[src/rtl/fetch_queue_if.sv]
// fetch_queue_if: instruction-bus, redirect and decode-side signals of the fetch queue.
interface fetch_queue_if #(
  parameter int ADDR_W  = 64,
  parameter int INSTR_W = 32,
  parameter int CW      = 3
);
  logic               ireq_valid;
  logic [ADDR_W-1:0]  ireq_addr;
  logic               iresp_data_ok;
  logic [INSTR_W-1:0] iresp_data;
  logic               redirect_valid;
  logic [ADDR_W-1:0]  redirect_pc;
  logic               out_valid;
  logic               out_ready;
  logic [ADDR_W-1:0]  out_pc;
  logic [INSTR_W-1:0] out_instr;
  logic               out_exc;
  logic [CW-1:0]      count;
  modport master (
    output ireq_valid, ireq_addr, out_valid, out_pc, out_instr, out_exc, count,
    input  iresp_data_ok, iresp_data, redirect_valid, redirect_pc, out_ready
  );
  modport slave (
    input  ireq_valid, ireq_addr, out_valid, out_pc, out_instr, out_exc, count,
    output iresp_data_ok, iresp_data, redirect_valid, redirect_pc, out_ready
  );
endinterface

[src/rtl/fetch_queue.sv]
// fetch_queue: PC+4 prefetcher feeding a DEPTH-entry instruction FIFO, with redirect flush,
// in-flight response discard and misaligned-PC fault entries.
module fetch_queue #(
  parameter int                DEPTH    = 4,
  parameter int                ADDR_W   = 64,
  parameter int                INSTR_W  = 32,
  parameter logic [ADDR_W-1:0] RESET_PC = 64'h8000_0000
) (
  input logic           clk,
  input logic           reset,
  fetch_queue_if.master bus
);
  localparam int PW = $clog2(DEPTH);
  localparam int CW = PW + 1;
  typedef enum logic [1:0] {IDLE, REQ, DROP} state_e;
  state_e             state_q, state_d;
  logic [ADDR_W-1:0]  fetch_pc_q, fetch_pc_d;
  logic [ADDR_W-1:0]  req_addr_q, req_addr_d;
  logic               halted_q, halted_d;
  logic               exc_pend_q, exc_pend_d;
  logic [CW-1:0]      count_q, count_d;
  logic [PW-1:0]      wr_q, wr_d, rd_q, rd_d;
  logic [ADDR_W-1:0]  pc_mem [DEPTH];
  logic [INSTR_W-1:0] instr_mem [DEPTH];
  logic               exc_mem [DEPTH];
  logic               redir, ok, mis, push_data, push_exc, push, pop, room;
  assign bus.ireq_valid = state_q != IDLE;
  assign bus.ireq_addr  = req_addr_q;
  assign bus.out_valid  = count_q != '0;
  assign bus.out_pc     = pc_mem[rd_q];
  assign bus.out_instr  = instr_mem[rd_q];
  assign bus.out_exc    = exc_mem[rd_q];
  assign bus.count      = count_q;
  always_comb begin
    redir      = bus.redirect_valid;
    ok         = bus.iresp_data_ok;
    mis        = |bus.redirect_pc[1:0];
    push_data  = state_q == REQ && ok && !redir;
    push_exc   = exc_pend_q && !redir;
    push       = push_data || push_exc;
    pop        = bus.out_valid && bus.out_ready && !redir;
    count_d    = redir ? '0 : count_q + CW'(push) - CW'(pop);
    wr_d       = redir ? '0 : wr_q + PW'(push);
    rd_d       = redir ? '0 : rd_q + PW'(pop);
    room       = count_d < CW'(DEPTH);
    fetch_pc_d = redir ? bus.redirect_pc : push_data ? fetch_pc_q + ADDR_W'(4) : fetch_pc_q;
    halted_d   = redir ? mis : halted_q;
    exc_pend_d = redir && mis;
    state_d    = state_q;
    case (state_q)
      IDLE:    state_d = (!redir && !halted_q && room) ? REQ : IDLE;
      REQ:     state_d = redir ? (ok ? IDLE : DROP) : ok ? (room ? REQ : IDLE) : REQ;
      DROP:    state_d = ok ? IDLE : DROP;
      default: state_d = IDLE;
    endcase
    // fetch_pc is the address of every live request, so it is latched whenever REQ is (re)entered
    req_addr_d = state_d == REQ ? fetch_pc_d : req_addr_q;
  end
  always_ff @(posedge clk) begin
    if (!reset) begin
      state_q    <= IDLE;
      fetch_pc_q <= RESET_PC;
      req_addr_q <= RESET_PC;
      halted_q   <= 1'b0;
      exc_pend_q <= 1'b0;
      count_q    <= '0;
      wr_q       <= '0;
      rd_q       <= '0;
    end else begin
      state_q    <= state_d;
      fetch_pc_q <= fetch_pc_d;
      req_addr_q <= req_addr_d;
      halted_q   <= halted_d;
      exc_pend_q <= exc_pend_d;
      count_q    <= count_d;
      wr_q       <= wr_d;
      rd_q       <= rd_d;
    end
  end
  always_ff @(posedge clk) begin
    if (push) begin
      pc_mem[wr_q]    <= fetch_pc_q;
      instr_mem[wr_q] <= push_exc ? '0 : bus.iresp_data;
      exc_mem[wr_q]   <= push_exc;
    end
  end
endmodule

[src/flat_wrapper.sv]
// flat-port wrapper written by rule: the top's interface ports become plain ports
module fetch_queue_flat 
#(
  parameter int                DEPTH    = 4,
  parameter int                ADDR_W   = 64,
  parameter int                INSTR_W  = 32,
  parameter logic [ADDR_W-1:0] RESET_PC = 64'h8000_0000
)
  (clk, reset, bus_ireq_valid, bus_ireq_addr, bus_out_valid, bus_out_pc, bus_out_instr, bus_out_exc, bus_count, bus_iresp_data_ok, bus_iresp_data, bus_redirect_valid, bus_redirect_pc, bus_out_ready);
  fetch_queue_if #(.ADDR_W(ADDR_W), .INSTR_W(INSTR_W), .CW((3))) bus_i ();
  input logic clk;
  input logic reset;
  output wire logic [$bits(bus_i.ireq_valid)-1:0] bus_ireq_valid;
  output wire logic [$bits(bus_i.ireq_addr)-1:0] bus_ireq_addr;
  output wire logic [$bits(bus_i.out_valid)-1:0] bus_out_valid;
  output wire logic [$bits(bus_i.out_pc)-1:0] bus_out_pc;
  output wire logic [$bits(bus_i.out_instr)-1:0] bus_out_instr;
  output wire logic [$bits(bus_i.out_exc)-1:0] bus_out_exc;
  output wire logic [$bits(bus_i.count)-1:0] bus_count;
  input wire logic [$bits(bus_i.iresp_data_ok)-1:0] bus_iresp_data_ok;
  input wire logic [$bits(bus_i.iresp_data)-1:0] bus_iresp_data;
  input wire logic [$bits(bus_i.redirect_valid)-1:0] bus_redirect_valid;
  input wire logic [$bits(bus_i.redirect_pc)-1:0] bus_redirect_pc;
  input wire logic [$bits(bus_i.out_ready)-1:0] bus_out_ready;
  assign bus_ireq_valid = bus_i.ireq_valid;
  assign bus_ireq_addr = bus_i.ireq_addr;
  assign bus_out_valid = bus_i.out_valid;
  assign bus_out_pc = bus_i.out_pc;
  assign bus_out_instr = bus_i.out_instr;
  assign bus_out_exc = bus_i.out_exc;
  assign bus_count = bus_i.count;
  assign bus_i.iresp_data_ok = bus_iresp_data_ok;
  assign bus_i.iresp_data = bus_iresp_data;
  assign bus_i.redirect_valid = bus_redirect_valid;
  assign bus_i.redirect_pc = bus_redirect_pc;
  assign bus_i.out_ready = bus_out_ready;
  fetch_queue #(.DEPTH(DEPTH), .ADDR_W(ADDR_W), .INSTR_W(INSTR_W), .RESET_PC(RESET_PC)) u_core (.clk(clk), .reset(reset), .bus(bus_i));
endmodule
[config.mk]
export PLATFORM = sky130hd
export DESIGN_NAME = fetch_queue_flat
export DESIGN_NICKNAME = d
export VERILOG_FILES = /design/src/rtl/fetch_queue_if.sv /design/src/rtl/fetch_queue.sv /design/src/flat_wrapper.sv
export SDC_FILE = /design/constraint.sdc
export NUM_CORES = 1
export LEC_CHECK = 0
export ABC_AREA = 1
export ABC_CLOCK_PERIOD_IN_PS = 22800
export BUFFER_PORTS_ARGS = -buffer_cell sky130_fd_sc_hd__buf_2
export CAP_MARGIN = 0
export CORE_MARGIN = 2
export CORE_UTILIZATION = 25
export DETAILED_ROUTE_END_ITERATION = 16
export SLEW_MARGIN = 20
export SYNTH_ARGS = -nofsm -noshare
export SYNTH_HDL_FRONTEND = slang
export SYNTH_SLANG_ARGS = --single-unit
[constraint.sdc]
create_clock -name clk -period 22.8 [get_ports clk]
set_input_delay 2.28 -clock clk [delete_from_list [all_inputs] [get_ports clk]]
set_output_delay 2.28 -clock clk [all_outputs]
set_load 0.05 [all_outputs]
==> impl_table.tex, run 1 <==
\begin{tabular}{lr}
\hline
Metric & Value \\
\hline
\multicolumn{2}{l}{\textbf{GRT}} \\
Global-route usage over all layers & 14.3\% \\
Number of global-route vias before repair & 15215 \\
Remaining global-route overflow & 0 \\
Maximum number of pins on one net before global-route repair & 129 \\
Antenna violations before repair & 1 \\
Wire length of the first global-routing pass & 97.5 mm \\
\multicolumn{2}{l}{\textbf{Clock tree}} \\
Hold-fix buffers, CTS & 0 \\
Clock Latency Late Sink & 0.63 ns \\
Sink count of the clock tree & 527 \\
Post-CTS Setup Inserts & 0 \\
Buffer cell driving the clock tree root & sky130\_fd\_sc\_hd\_\_clkbuf\_16 \\
Cells resized by post-CTS repair & 0 \\
Clock-pin slew of the registers on the worst-case setup and hold paths & 0.06 ns \\
Clock tree from TritonCTS & done \\
Total CTS buffers & 56 \\
CTS H-Tree Depth & 2 \\
Maximum number of buffers from clock root to sink & 3 \\
\multicolumn{2}{l}{\textbf{Worst hold path}} \\
Worst min-delay path class & reg2reg \\
\multicolumn{2}{l}{\textbf{Timing}} \\
Hold slack & 0.481 ns \\
Post-layout minimum cycle time & 6.04 ns \\
Slew Limit Headroom & 30.0\% \\
Total count of hold-check failures in the final report & 0 \\
Final setup violating endpoints & 0 \\
Crit share post-route & 26.5\% \\
Timing-limited maximum frequency & 165 MHz \\
Clock Skew & 0.0346 ns \\
Tightest Pin Transition & 1.05 ns \\
Setup repair after global routing missed its margin & no \\
PnR worst setup slack & 16.76 ns \\
Max Slew Vio Count & 0 \\
Sum of negative setup slack & 0 ns \\
\multicolumn{2}{l}{\textbf{Logic synthesis}} \\
Net Count, Synth & 2313 \\
Area share of the largest cell type after synthesis & 52.9\% \\
Library cell occupying the most area in the post-synthesis netlist & sky130\_fd\_sc\_hd\_\_edfxtp\_1 \\
Count of unique library cells instantiated by Yosys & 42 \\
Leading cell types by total area after synthesis & sky130\_fd\_sc\_hd\_\_edfxtp\_1 53\%, sky130\_fd\_sc\_hd\_\_dfxtp\_1 13\%, sky130\_fd\_sc\_hd\_\_nor2\_1 8.0\%, sky130\_fd\_sc\_hd\_\_nand2\_1 5.5\%, sky130\_fd\_sc\_hd\_\_o21ai\_0 5.0\% \\
Post-synth ARST share & 0\% \\
Instance count of the mapped netlist & 2208 \\
Number of enable flip-flop cells after synthesis & 388 \\
Number of register bits inferred by synthesis & 527 \\
Total of warnings raised by yosys & 0 \\
Share of synthesized area occupied by flip-flops and latches & 65.5\% \\
Area of the mapped netlist & 22000 um2 \\
Average cell area after synthesis & 9.98 um2 \\
Most instantiated flip-flop cell in the synthesis netlist & sky130\_fd\_sc\_hd\_\_edfxtp\_1 \\
\multicolumn{2}{l}{\textbf{Place}} \\
Placer Congestion & 0.950 \\
Half-perimeter wire length after detailed placement & 44.7 mm \\
Pre-CTS setup slack & 16.11 ns \\
Number of I/O port buffers & 266 \\
Placement-stage cell area & 24500 um2 \\
\multicolumn{2}{l}{\textbf{Floorplanning}} \\
Site Rows & 108 \\
Effective utilization at floorplan & 25.3\% \\
Vertical die dimension & 301 um \\
Core Footprint & 87000 um2 \\
Die X & 301 um \\
DIE AREA & 90500 um2 \\
I/O pin total & 267 \\
\multicolumn{2}{l}{\textbf{Final layout}} \\
Share of layout cells above drive strength 1 & 17.0\% \\
Relative area change from synthesis to final layout & 19.6\% \\
Fill cell total of the finished layout & 9097 \\
Nets@finish & 2547 \\
Cell area after layout & 26400 um2 \\
\multicolumn{2}{l}{\textbf{Routing}} \\
Routed wirelength normalized by instance count & 18.4 um \\
Detailed-route DRC error count & 0 \\
Post-DR vias/cell & 4.51 \\
Final wirelength & 67.0 mm \\
Remaining number of nets flagged by the antenna check after routing & 0 \\
DRT iter0 DRCs & 1288 \\
Vias & 16424 \\
Detailed Routing Iterations Pass 1 & 7 \\
\multicolumn{2}{l}{\textbf{Power and ir drop}} \\
Worst vdd ir & 0.0561 mV \\
Power density relative to cell area & 83.7 nW/um2 \\
Final Total Pwr & 2.21 mW \\
Leakage power summed over all cells & 9.99 nW \\
\multicolumn{2}{l}{\textbf{Setup path}} \\
Worst flop-to-flop path startpoint & u\_core.exc\_pend\_q \\
Reg2reg path depth & 16 \\
Launching element type of the critical path & input pin \\
Arrival time at the worst endpoint & 6.57 ns \\
Critical Setup Path Class & in2reg \\
Worst setup path startpoint & bus\_redirect\_valid \\
Highest net fanout along the worst path & 99 \\
Worst reg2reg endpoint & u\_core.bus.ireq\_addr[61] \\
Capturing element type of the critical path & flip-flop \\
Reg-to-reg setup timing slack & 18.82 ns \\
Critical path required time & 23.33 ns \\
End of the critical path & u\_core.bus.ireq\_addr[61] \\
\multicolumn{2}{l}{\textbf{Run status}} \\
Result of the run & complete, no violations \\
\multicolumn{2}{l}{\textbf{Run}} \\
Max cap viols & 0 \\
\hline
\end{tabular}
## area by class of cell
type                            count  area, um2  area share (%)
Clock inverter                     32        345            1.31
Clock buffer                       71       1550            5.88
Multi-Input combinational cell   1404       6470            24.5
Antenna cell                        2       5.00          0.0190
Inverter                          169        642            2.43
Tap cell                         1155       1450            5.48
Sequential cell                   527      14400            54.8
Timing Repair Buffer              284       1470            5.56
## sequential cells by signal, summed over array words and instances, names as in the netlist
signal and count:
u_core.bus.count 3, u_core.bus.ireq_addr 64, u_core.exc_mem 4, u_core.exc_pend_q 1, u_core.fetch_pc_q 64, u_core.halted_q 1
u_core.instr_mem 128, u_core.pc_mem 256, u_core.rd_q 2, u_core.state_q 2, u_core.wr_q 2
## worst min path at each step
| stage | start | endpoint | depth (start not counted) |
|---|---|---|---|
| after floorplan | u_core.halted_q | u_core.halted_q | 2 |
| after global placement | u_core.halted_q | u_core.halted_q | 2 |
| after detailed placement | u_core.halted_q | u_core.halted_q | 2 |
| after CTS | u_core.halted_q | u_core.halted_q | 2 |
| after global routing | u_core.halted_q | u_core.halted_q | 2 |
| final | u_core.halted_q | u_core.halted_q | 2 |
## logic make-up after synthesis
group                      after synthesis  share of synthesized area [%]
AOI/OAI and AO/OA                      416                           10.3
buffers and inverters                  277                           5.25
adders and majority gates                4                          0.261
xor gates and xnor gates                11                          0.437
DFF                                    527                           65.5
and+or+nand+nor                        973                           18.2
## where the power goes
part | internal, mW | switching [mW]
logic | 0.0463 | 0.150
clock network | 0.533 | 0.392
registers | 1.06 | 0.0283
## cells in the mapped netlist, drive strengths merged (7+ instances only)
master  instances
nor2          482
dfxtp         139
clkbuf         85
a21oi          66
nand2         329
o21bai         21
nor3            8
buf            21
or2             7
o22ai          99
o21ai         222
inv           167
nand3         139
edfxtp        388
## routing by layer
metal	vias up	GRT usage [%]	share of wire, %
li1	8012	-	-
met1	7865	19.2	45
met2	443	23.0	46
met3	104	3.08	6.0
met4	0	4.56	3.1
met5	-	0	0
## cell usage in the layout, fill, tap and decap left out, types with 6 or more instances in the layout
cell / Yosys / routed
sky130_fd_sc_hd__a21oi_1: 66 / 66
sky130_fd_sc_hd__buf_2: 12 / 266
sky130_fd_sc_hd__buf_4: 5 / 18
sky130_fd_sc_hd__clkbuf_16: 0 / 57
sky130_fd_sc_hd__clkbuf_8: 4 / 7
sky130_fd_sc_hd__clkinv_1: 2 / 6
sky130_fd_sc_hd__clkinv_2: 0 / 8
sky130_fd_sc_hd__clkinvlp_4: 0 / 6
sky130_fd_sc_hd__dfxtp_1: 139 / 137
sky130_fd_sc_hd__edfxtp_1: 388 / 388
sky130_fd_sc_hd__inv_1: 161 / 160
sky130_fd_sc_hd__nand2_1: 322 / 322
sky130_fd_sc_hd__nand3_1: 136 / 136
sky130_fd_sc_hd__nor2_1: 470 / 470
sky130_fd_sc_hd__nor2_4: 9 / 9
sky130_fd_sc_hd__o21ai_0: 221 / 221
sky130_fd_sc_hd__o21bai_1: 21 / 21
sky130_fd_sc_hd__o22ai_1: 99 / 99
sky130_fd_sc_hd__or2_2: 7 / 7
sky130_fd_sc_hd__xor2_1: 6 / 6
## worst max-delay path, cell delays in order
cell,delay [ns]
sky130_fd_sc_hd__buf_2,0.07
sky130_fd_sc_hd__buf_4,0.54
sky130_fd_sc_hd__inv_2,0.07
sky130_fd_sc_hd__nand2_1,0.10
sky130_fd_sc_hd__clkinv_1,0.06
sky130_fd_sc_hd__buf_4,0.27
sky130_fd_sc_hd__nor2_1,0.48
sky130_fd_sc_hd__inv_1,0.14
sky130_fd_sc_hd__ha_1,0.24
sky130_fd_sc_hd__fa_1,0.38
sky130_fd_sc_hd__nor2_1,0.15
sky130_fd_sc_hd__nor3_1,0.07
sky130_fd_sc_hd__nand2_1,0.11
sky130_fd_sc_hd__nand2_2,0.18
sky130_fd_sc_hd__clkinv_2,0.23
sky130_fd_sc_hd__buf_4,0.75
sky130_fd_sc_hd__nand3_1,0.16
sky130_fd_sc_hd__nand2_1,0.10
sky130_fd_sc_hd__inv_1,0.04
## stage by stage
step           instances  util [%]
6_report            3644      30.3
4_1_cts             3642      30.3
3_5_place_dp        3539      28.1
3_3_place_gp        3539      28.1
5_1_grt             3642      30.3
2_1_floorplan       2208         -
Power figures use the tool's default switching activity.
==> inputs of run 2 (changes only) <==
--- a/config.mk
+++ b/config.mk
@@ -5,8 +5,8 @@
 export SDC_FILE = /design/constraint.sdc
 export NUM_CORES = 1
 export LEC_CHECK = 0
-export ABC_AREA = 1
-export ABC_CLOCK_PERIOD_IN_PS = 22800
+export ABC_AREA = 0
+export ABC_CLOCK_PERIOD_IN_PS = 4900
 export BUFFER_PORTS_ARGS = -buffer_cell sky130_fd_sc_hd__buf_2
 export CAP_MARGIN = 0
 export CORE_MARGIN = 2
==> constraint.sdc (replaced) <==
create_clock -name clk -period 4.9 [get_ports clk]
set_input_delay 0.49 -clock clk [delete_from_list [all_inputs] [get_ports clk]]
set_output_delay 0.49 -clock clk [all_outputs]
set_load 0.05 [all_outputs]
==> run 2 against run 1 <==
Net effect: worst setup slack got worse by 15 ns; global-route usage decreased by 0.48 points; die area decreased by 7.1%; utilization increased by 0.80 points; via count decreased by 23%; non-clock buffer count increased by 11; sequential share of layout area increased by 2.7 points; clock power increased to 4.8 times the previous value; critical path type is now reg2reg; critical endpoint is now u_core.bus.ireq_addr[9].
==> impl_table.tex, run 2 <==
\begin{tabular}{lr}
\hline
Metric & Value \\
\hline
\multicolumn{2}{l}{\textbf{Timing}} \\
Timing-limited maximum frequency & 280 MHz \\
Clock Skew & 0.0306 ns (was 0.0346 ns) \\
Tightest Pin Transition & 1.09 ns (was 1.05 ns) \\
Sum of negative setup slack & 0 ns (unchanged) \\
Slew Limit Headroom & 27.4\% (was 30.0\%) \\
Post-layout minimum cycle time & 3.57 ns \\
Total count of hold-check failures in the final report & 0 (unchanged) \\
Crit share post-route & 72.8\% \\
Max Slew Vio Count & 0 (unchanged) \\
Setup repair after global routing missed its margin & no (unchanged) \\
Final setup violating endpoints & 0 (unchanged) \\
PnR worst setup slack & 1.33 ns (was 16.76 ns) \\
\multicolumn{2}{l}{\textbf{GRT}} \\
Remaining global-route overflow & 0 (unchanged) \\
Antenna violations before repair & 5 (was 1) \\
Global-route met1 utilization & 18.1\% (was 19.2\%) \\
Global-route track usage on met3 & 4.39\% (was 3.08\%) \\
Busiest metal layer after global routing & met2 (unchanged) \\
Number of global-route vias before repair & 12956 (was 15215) \\
Met2 usage & 22.0\% (was 23.0\%) \\
Wire length of the first global-routing pass & 86.9 mm (was 97.5 mm) \\
Maximum number of pins on one net before global-route repair & 123 (was 129) \\
Global-route usage over all layers & 13.8\% (was 14.3\%) \\
\multicolumn{2}{l}{\textbf{Logic synthesis}} \\
Most instantiated flip-flop cell in the synthesis netlist & sky130\_fd\_sc\_hd\_\_edfxtp\_1 (unchanged) \\
Most common library cells after synthesis & 388 x sky130\_fd\_sc\_hd\_\_edfxtp\_1, 139 x sky130\_fd\_sc\_hd\_\_dfxtp\_1, 116 x sky130\_fd\_sc\_hd\_\_o21ai\_0, 97 x sky130\_fd\_sc\_hd\_\_mux4\_2, 59 x sky130\_fd\_sc\_hd\_\_clkbuf\_1 (was 470 x sky130\_fd\_sc\_hd\_\_nor2\_1, 388 x sky130\_fd\_sc\_hd\_\_edfxtp\_1, 322 x sky130\_fd\_sc\_hd\_\_nand2\_1, 221 x sky130\_fd\_sc\_hd\_\_o21ai\_0, 161 x sky130\_fd\_sc\_hd\_\_inv\_1) \\
Area share of the largest cell type after synthesis & 57.0\% (was 52.9\%) \\
Instance count of the mapped netlist & 1288 (was 2208) \\
Library cell occupying the most area in the post-synthesis netlist & sky130\_fd\_sc\_hd\_\_edfxtp\_1 (unchanged) \\
Number of enable flip-flop cells after synthesis & 388 (unchanged) \\
Post-synth ARST share & 0\% (unchanged) \\
Leading cell type by number of instances after synthesis & sky130\_fd\_sc\_hd\_\_edfxtp\_1 (was sky130\_fd\_sc\_hd\_\_nor2\_1) \\
Count of unique library cells instantiated by Yosys & 54 (was 42) \\
Area of the mapped netlist & 20400 um2 (was 22000 um2) \\
Average cell area after synthesis & 15.9 um2 (was 9.98 um2) \\
Total of warnings raised by yosys & 0 (unchanged) \\
Share of synthesized area occupied by flip-flops and latches & 70.6\% (was 65.5\%) \\
Net Count, Synth & 1393 (was 2313) \\
Leading cell types by total area after synthesis & sky130\_fd\_sc\_hd\_\_edfxtp\_1 57\%, sky130\_fd\_sc\_hd\_\_dfxtp\_1 14\%, sky130\_fd\_sc\_hd\_\_mux4\_2 11\%, sky130\_fd\_sc\_hd\_\_o21ai\_0 2.8\%, sky130\_fd\_sc\_hd\_\_a31oi\_1 1.4\% (was sky130\_fd\_sc\_hd\_\_edfxtp\_1 53\%, sky130\_fd\_sc\_hd\_\_dfxtp\_1 13\%, sky130\_fd\_sc\_hd\_\_nor2\_1 8.0\%, sky130\_fd\_sc\_hd\_\_nand2\_1 5.5\%, sky130\_fd\_sc\_hd\_\_o21ai\_0 5.0\%) \\
Number of register bits inferred by synthesis & 527 (unchanged) \\
\multicolumn{2}{l}{\textbf{Routing}} \\
DRT iter0 DRCs & 1018 (was 1288) \\
Final wirelength & 59.5 mm (was 67.0 mm) \\
Detailed-route DRC error count & 0 (unchanged) \\
Detailed Routing Iterations Pass 1 & 7 (unchanged) \\
Remaining number of nets flagged by the antenna check after routing & 0 (unchanged) \\
Vias & 12668 (was 16424) \\
Routed wirelength normalized by instance count & 22.2 um (was 18.4 um) \\
Post-DR vias/cell & 4.73 (was 4.51) \\
\multicolumn{2}{l}{\textbf{Power and ir drop}} \\
Leakage power summed over all cells & 8.40 nW (was 9.99 nW) \\
Power density relative to cell area & 410 nW/um2 (was 83.7 nW/um2) \\
Worst vdd ir & 0.253 mV (was 0.0561 mV) \\
\multicolumn{2}{l}{\textbf{Final layout}} \\
Multi-input combinational cell area & 5710 um2 (was 6470 um2) \\
Flip-flop count of the largest register after layout & 256 (unchanged) \\
Share of layout cells above drive strength 1 & 31.1\% (was 17.0\%) \\
Cell area after layout & 25100 um2 (was 26400 um2) \\
Commonest non-fill, non-tap cells in the layout & 388 x sky130\_fd\_sc\_hd\_\_edfxtp\_1, 265 x sky130\_fd\_sc\_hd\_\_buf\_2, 137 x sky130\_fd\_sc\_hd\_\_dfxtp\_1, 116 x sky130\_fd\_sc\_hd\_\_o21ai\_0, 97 x sky130\_fd\_sc\_hd\_\_mux4\_2 (was 470 x sky130\_fd\_sc\_hd\_\_nor2\_1, 388 x sky130\_fd\_sc\_hd\_\_edfxtp\_1, 322 x sky130\_fd\_sc\_hd\_\_nand2\_1, 266 x sky130\_fd\_sc\_hd\_\_buf\_2, 221 x sky130\_fd\_sc\_hd\_\_o21ai\_0) \\
Largest register by flop count & u\_core.pc\_mem (unchanged) \\
Fill cell total of the finished layout & 7971 (was 9097) \\
Nets@finish & 1671 (was 2547) \\
Storage cell area & 14400 um2 (unchanged) \\
Relative area change from synthesis to final layout & 22.9\% (was 19.6\%) \\
Largest registers & u\_core.pc\_mem: 256 flops, u\_core.instr\_mem: 128 flops (unchanged) \\
Most frequent standard cell in the layout excluding fill and tap cells & sky130\_fd\_sc\_hd\_\_edfxtp\_1 (was sky130\_fd\_sc\_hd\_\_nor2\_1) \\
Final cell count without fillers & 2678 (was 3644) \\
\multicolumn{2}{l}{\textbf{Worst hold path}} \\
Origin of the worst min-delay path & bus\_iresp\_data\_ok (was u\_core.halted\_q) \\
Hold Path Stages & 2 (unchanged) \\
Worst min-delay path class & in2reg (was reg2reg) \\
Hold-critical path endpoint & u\_core.state\_q[1] (was u\_core.halted\_q) \\
\multicolumn{2}{l}{\textbf{Clock tree}} \\
Clock tree from TritonCTS & done (unchanged) \\
Clock-pin slew of the registers on the worst-case setup and hold paths & 0.06 ns (about the same) \\
Clock Latency Late Sink & 0.63 ns (about the same) \\
Cells resized by post-CTS repair & 0 (unchanged) \\
Buffer cell driving the clock tree root & sky130\_fd\_sc\_hd\_\_clkbuf\_16 (unchanged) \\
CTS H-Tree Depth & 2 (unchanged) \\
Post-CTS Setup Inserts & 0 (unchanged) \\
Total CTS buffers & 58 (was 56) \\
Sink count of the clock tree & 527 (unchanged) \\
Hold-fix buffers, CTS & 0 (unchanged) \\
Maximum number of buffers from clock root to sink & 3 (unchanged) \\
\multicolumn{2}{l}{\textbf{Place}} \\
Placement-stage cell area & 23100 um2 (was 24500 um2) \\
Post-placement cell count & 2564 (was 3539) \\
Pre-CTS setup slack & 1.20 ns (was 16.11 ns) \\
Placer Congestion & 0.768 (was 0.950) \\
Number of I/O port buffers & 266 (unchanged) \\
Half-perimeter wire length after detailed placement & 40.0 mm (was 44.7 mm) \\
\multicolumn{2}{l}{\textbf{Floorplanning}} \\
Core Footprint & 80800 um2 (was 87000 um2) \\
Site Rows & 104 (was 108) \\
Effective utilization at floorplan & 25.3\% (about the same) \\
Die X & 290 um (was 301 um) \\
DIE AREA & 84100 um2 (was 90500 um2) \\
Vertical die dimension & 290 um (was 301 um) \\
I/O pin total & 267 (unchanged) \\
\multicolumn{2}{l}{\textbf{Run status}} \\
Result of the run & complete, no violations (unchanged) \\
\multicolumn{2}{l}{\textbf{Setup path}} \\
Worst flop-to-flop path startpoint & u\_core.state\_q[1] (was u\_core.exc\_pend\_q) \\
Highest net fanout along the worst path & 122 (was 99) \\
Worst reg2reg endpoint & u\_core.bus.ireq\_addr[9] (was u\_core.bus.ireq\_addr[61]) \\
CP bufs+invs & 3 (was 9) \\
Delay of the slowest critical-path stage & 0.50 ns (was 0.75 ns) \\
Capturing element type of the critical path & flip-flop (unchanged) \\
Arrival time at the worst endpoint & 4.09 ns (was 6.57 ns) \\
Launching element type of the critical path & flip-flop (was input pin) \\
Critical Setup Path Class & reg2reg (was in2reg) \\
Critical path required time & 5.42 ns (was 23.33 ns) \\
Reg2reg path depth & 12 (was 16) \\
Reg-to-reg setup timing slack & 1.33 ns (was 18.82 ns) \\
Master of the slowest instance on the critical path & sky130\_fd\_sc\_hd\_\_a2111oi\_4 (was sky130\_fd\_sc\_hd\_\_buf\_4) \\
CP delay by family, top & compound AO/OA/AOI/OAI gates (was buffers and inverters) \\
Cell breakdown of the critical path & and3b\_1 > o21ai\_0 > buf\_4 > inv\_1 > ha\_1 > fa\_1 > xor2\_1 > xnor2\_1 > a2111oi\_4 > buf\_12 > nor2\_1 > a211oi\_1 (was buf\_2 > buf\_4 > inv\_2 > nand2\_1 > clkinv\_1 > buf\_4 > nor2\_1 > inv\_1 > ha\_1 > fa\_1 > nor2\_1 > nor3\_1 > nand2\_1 > nand2\_2 > clkinv\_2 > buf\_4 > nand3\_1 > nand2\_1 > inv\_1) \\
\multicolumn{2}{l}{\textbf{Run}} \\
Max cap viols & 0 (unchanged) \\
\hline
\end{tabular}
## run 2: changes by cell type in the layout (fill, tap and decap cells not counted), sizes merged, moves of 30 or more
cell,delta
nor2,-441
o21ai,-106
nand3,-115
nand2,-299
nand4,+30
o22ai,-98
a31oi,+46
mux4,+97
inv,-158
and2,+37
## run 2: stage by stage
| stage | hold slack (ns) | utilization (%) | power [mW] |
|---|---|---|---|
| 5_1_grt | 0.0781 | 31.1 | 10.7 |
| 2_1_floorplan | 0.420 | - | 5.69 |
| 6_report | 0.109 | 31.1 | 10.3 |
| 4_1_cts | 0.0643 | 31.0 | 10.4 |
| 3_5_place_dp | 0.444 | 28.6 | 6.00 |
| 3_3_place_gp | 0.429 | 28.6 | 5.98 |
## run 2: logic make-up (layout without fill, tap and decap cells)
| kind of cell | Yosys count | count (layout) | synth area share, % |
|---|---|---|---|
| compound gates | 245 | 245 | 6.81 |
| xor+xnor | 37 | 37 | 1.59 |
| fa+ha+maj | 4 | 4 | 0.282 |
| buf+inv | 89 | 417 | 1.68 |
| flops | 527 | 527 | 70.6 |
| mux | 106 | 106 | 11.1 |
| other cells | 0 | 2 | 0 |
| simple gates | 280 | 280 | 7.91 |
## run 2: worst max path at each step
stage	to	start	cells past startpoint	slack (ns)
final	u_core.bus.ireq_addr[9]	u_core.state_q[1]	12	1.33
after global routing	u_core.bus.ireq_addr[51]	u_core.state_q[1]	12	1.04
after CTS	u_core.bus.ireq_addr[40]	u_core.state_q[1]	12	1.34
after detailed placement	u_core.bus.ireq_addr[40]	bus_iresp_data_ok	13	1.20
after global placement	u_core.bus.ireq_addr[48]	bus_iresp_data_ok	13	1.22
after floorplan	u_core.exc_mem[2]	bus_iresp_data_ok	6	0.62
## run 2: area by class of cell
type	instances	area share [%]
sequential	527	57.5
multi-input combinational	672	22.7
timing repair buffer	295	6.53
clock buffer	77	6.47
tap	1060	5.28
clock inverter	33	1.31
inverter	12	0.184
antenna	2	0.0199
## run 2: power breakdown
group	switching [mW]	internal, mW	leakage (nW)	total [mW]
Sequential	0.132	4.93	4.69	5.06
Clock	1.85	2.56	0.962	4.41
Combinational	0.614	0.221	2.76	0.835
## run 2: metal layers
| layer | wire [um] | up-vias | part of all wire (%) |
|---|---|---|---|
| li1 | - | 5708 | - |
| met2 | 27400 | 445 | 46 |
| met5 | 8 | - | 0.013 |
| met4 | 1480 | 2 | 2.5 |
| met1 | 25700 | 6417 | 43 |
| met3 | 4850 | 96 | 8.2 |
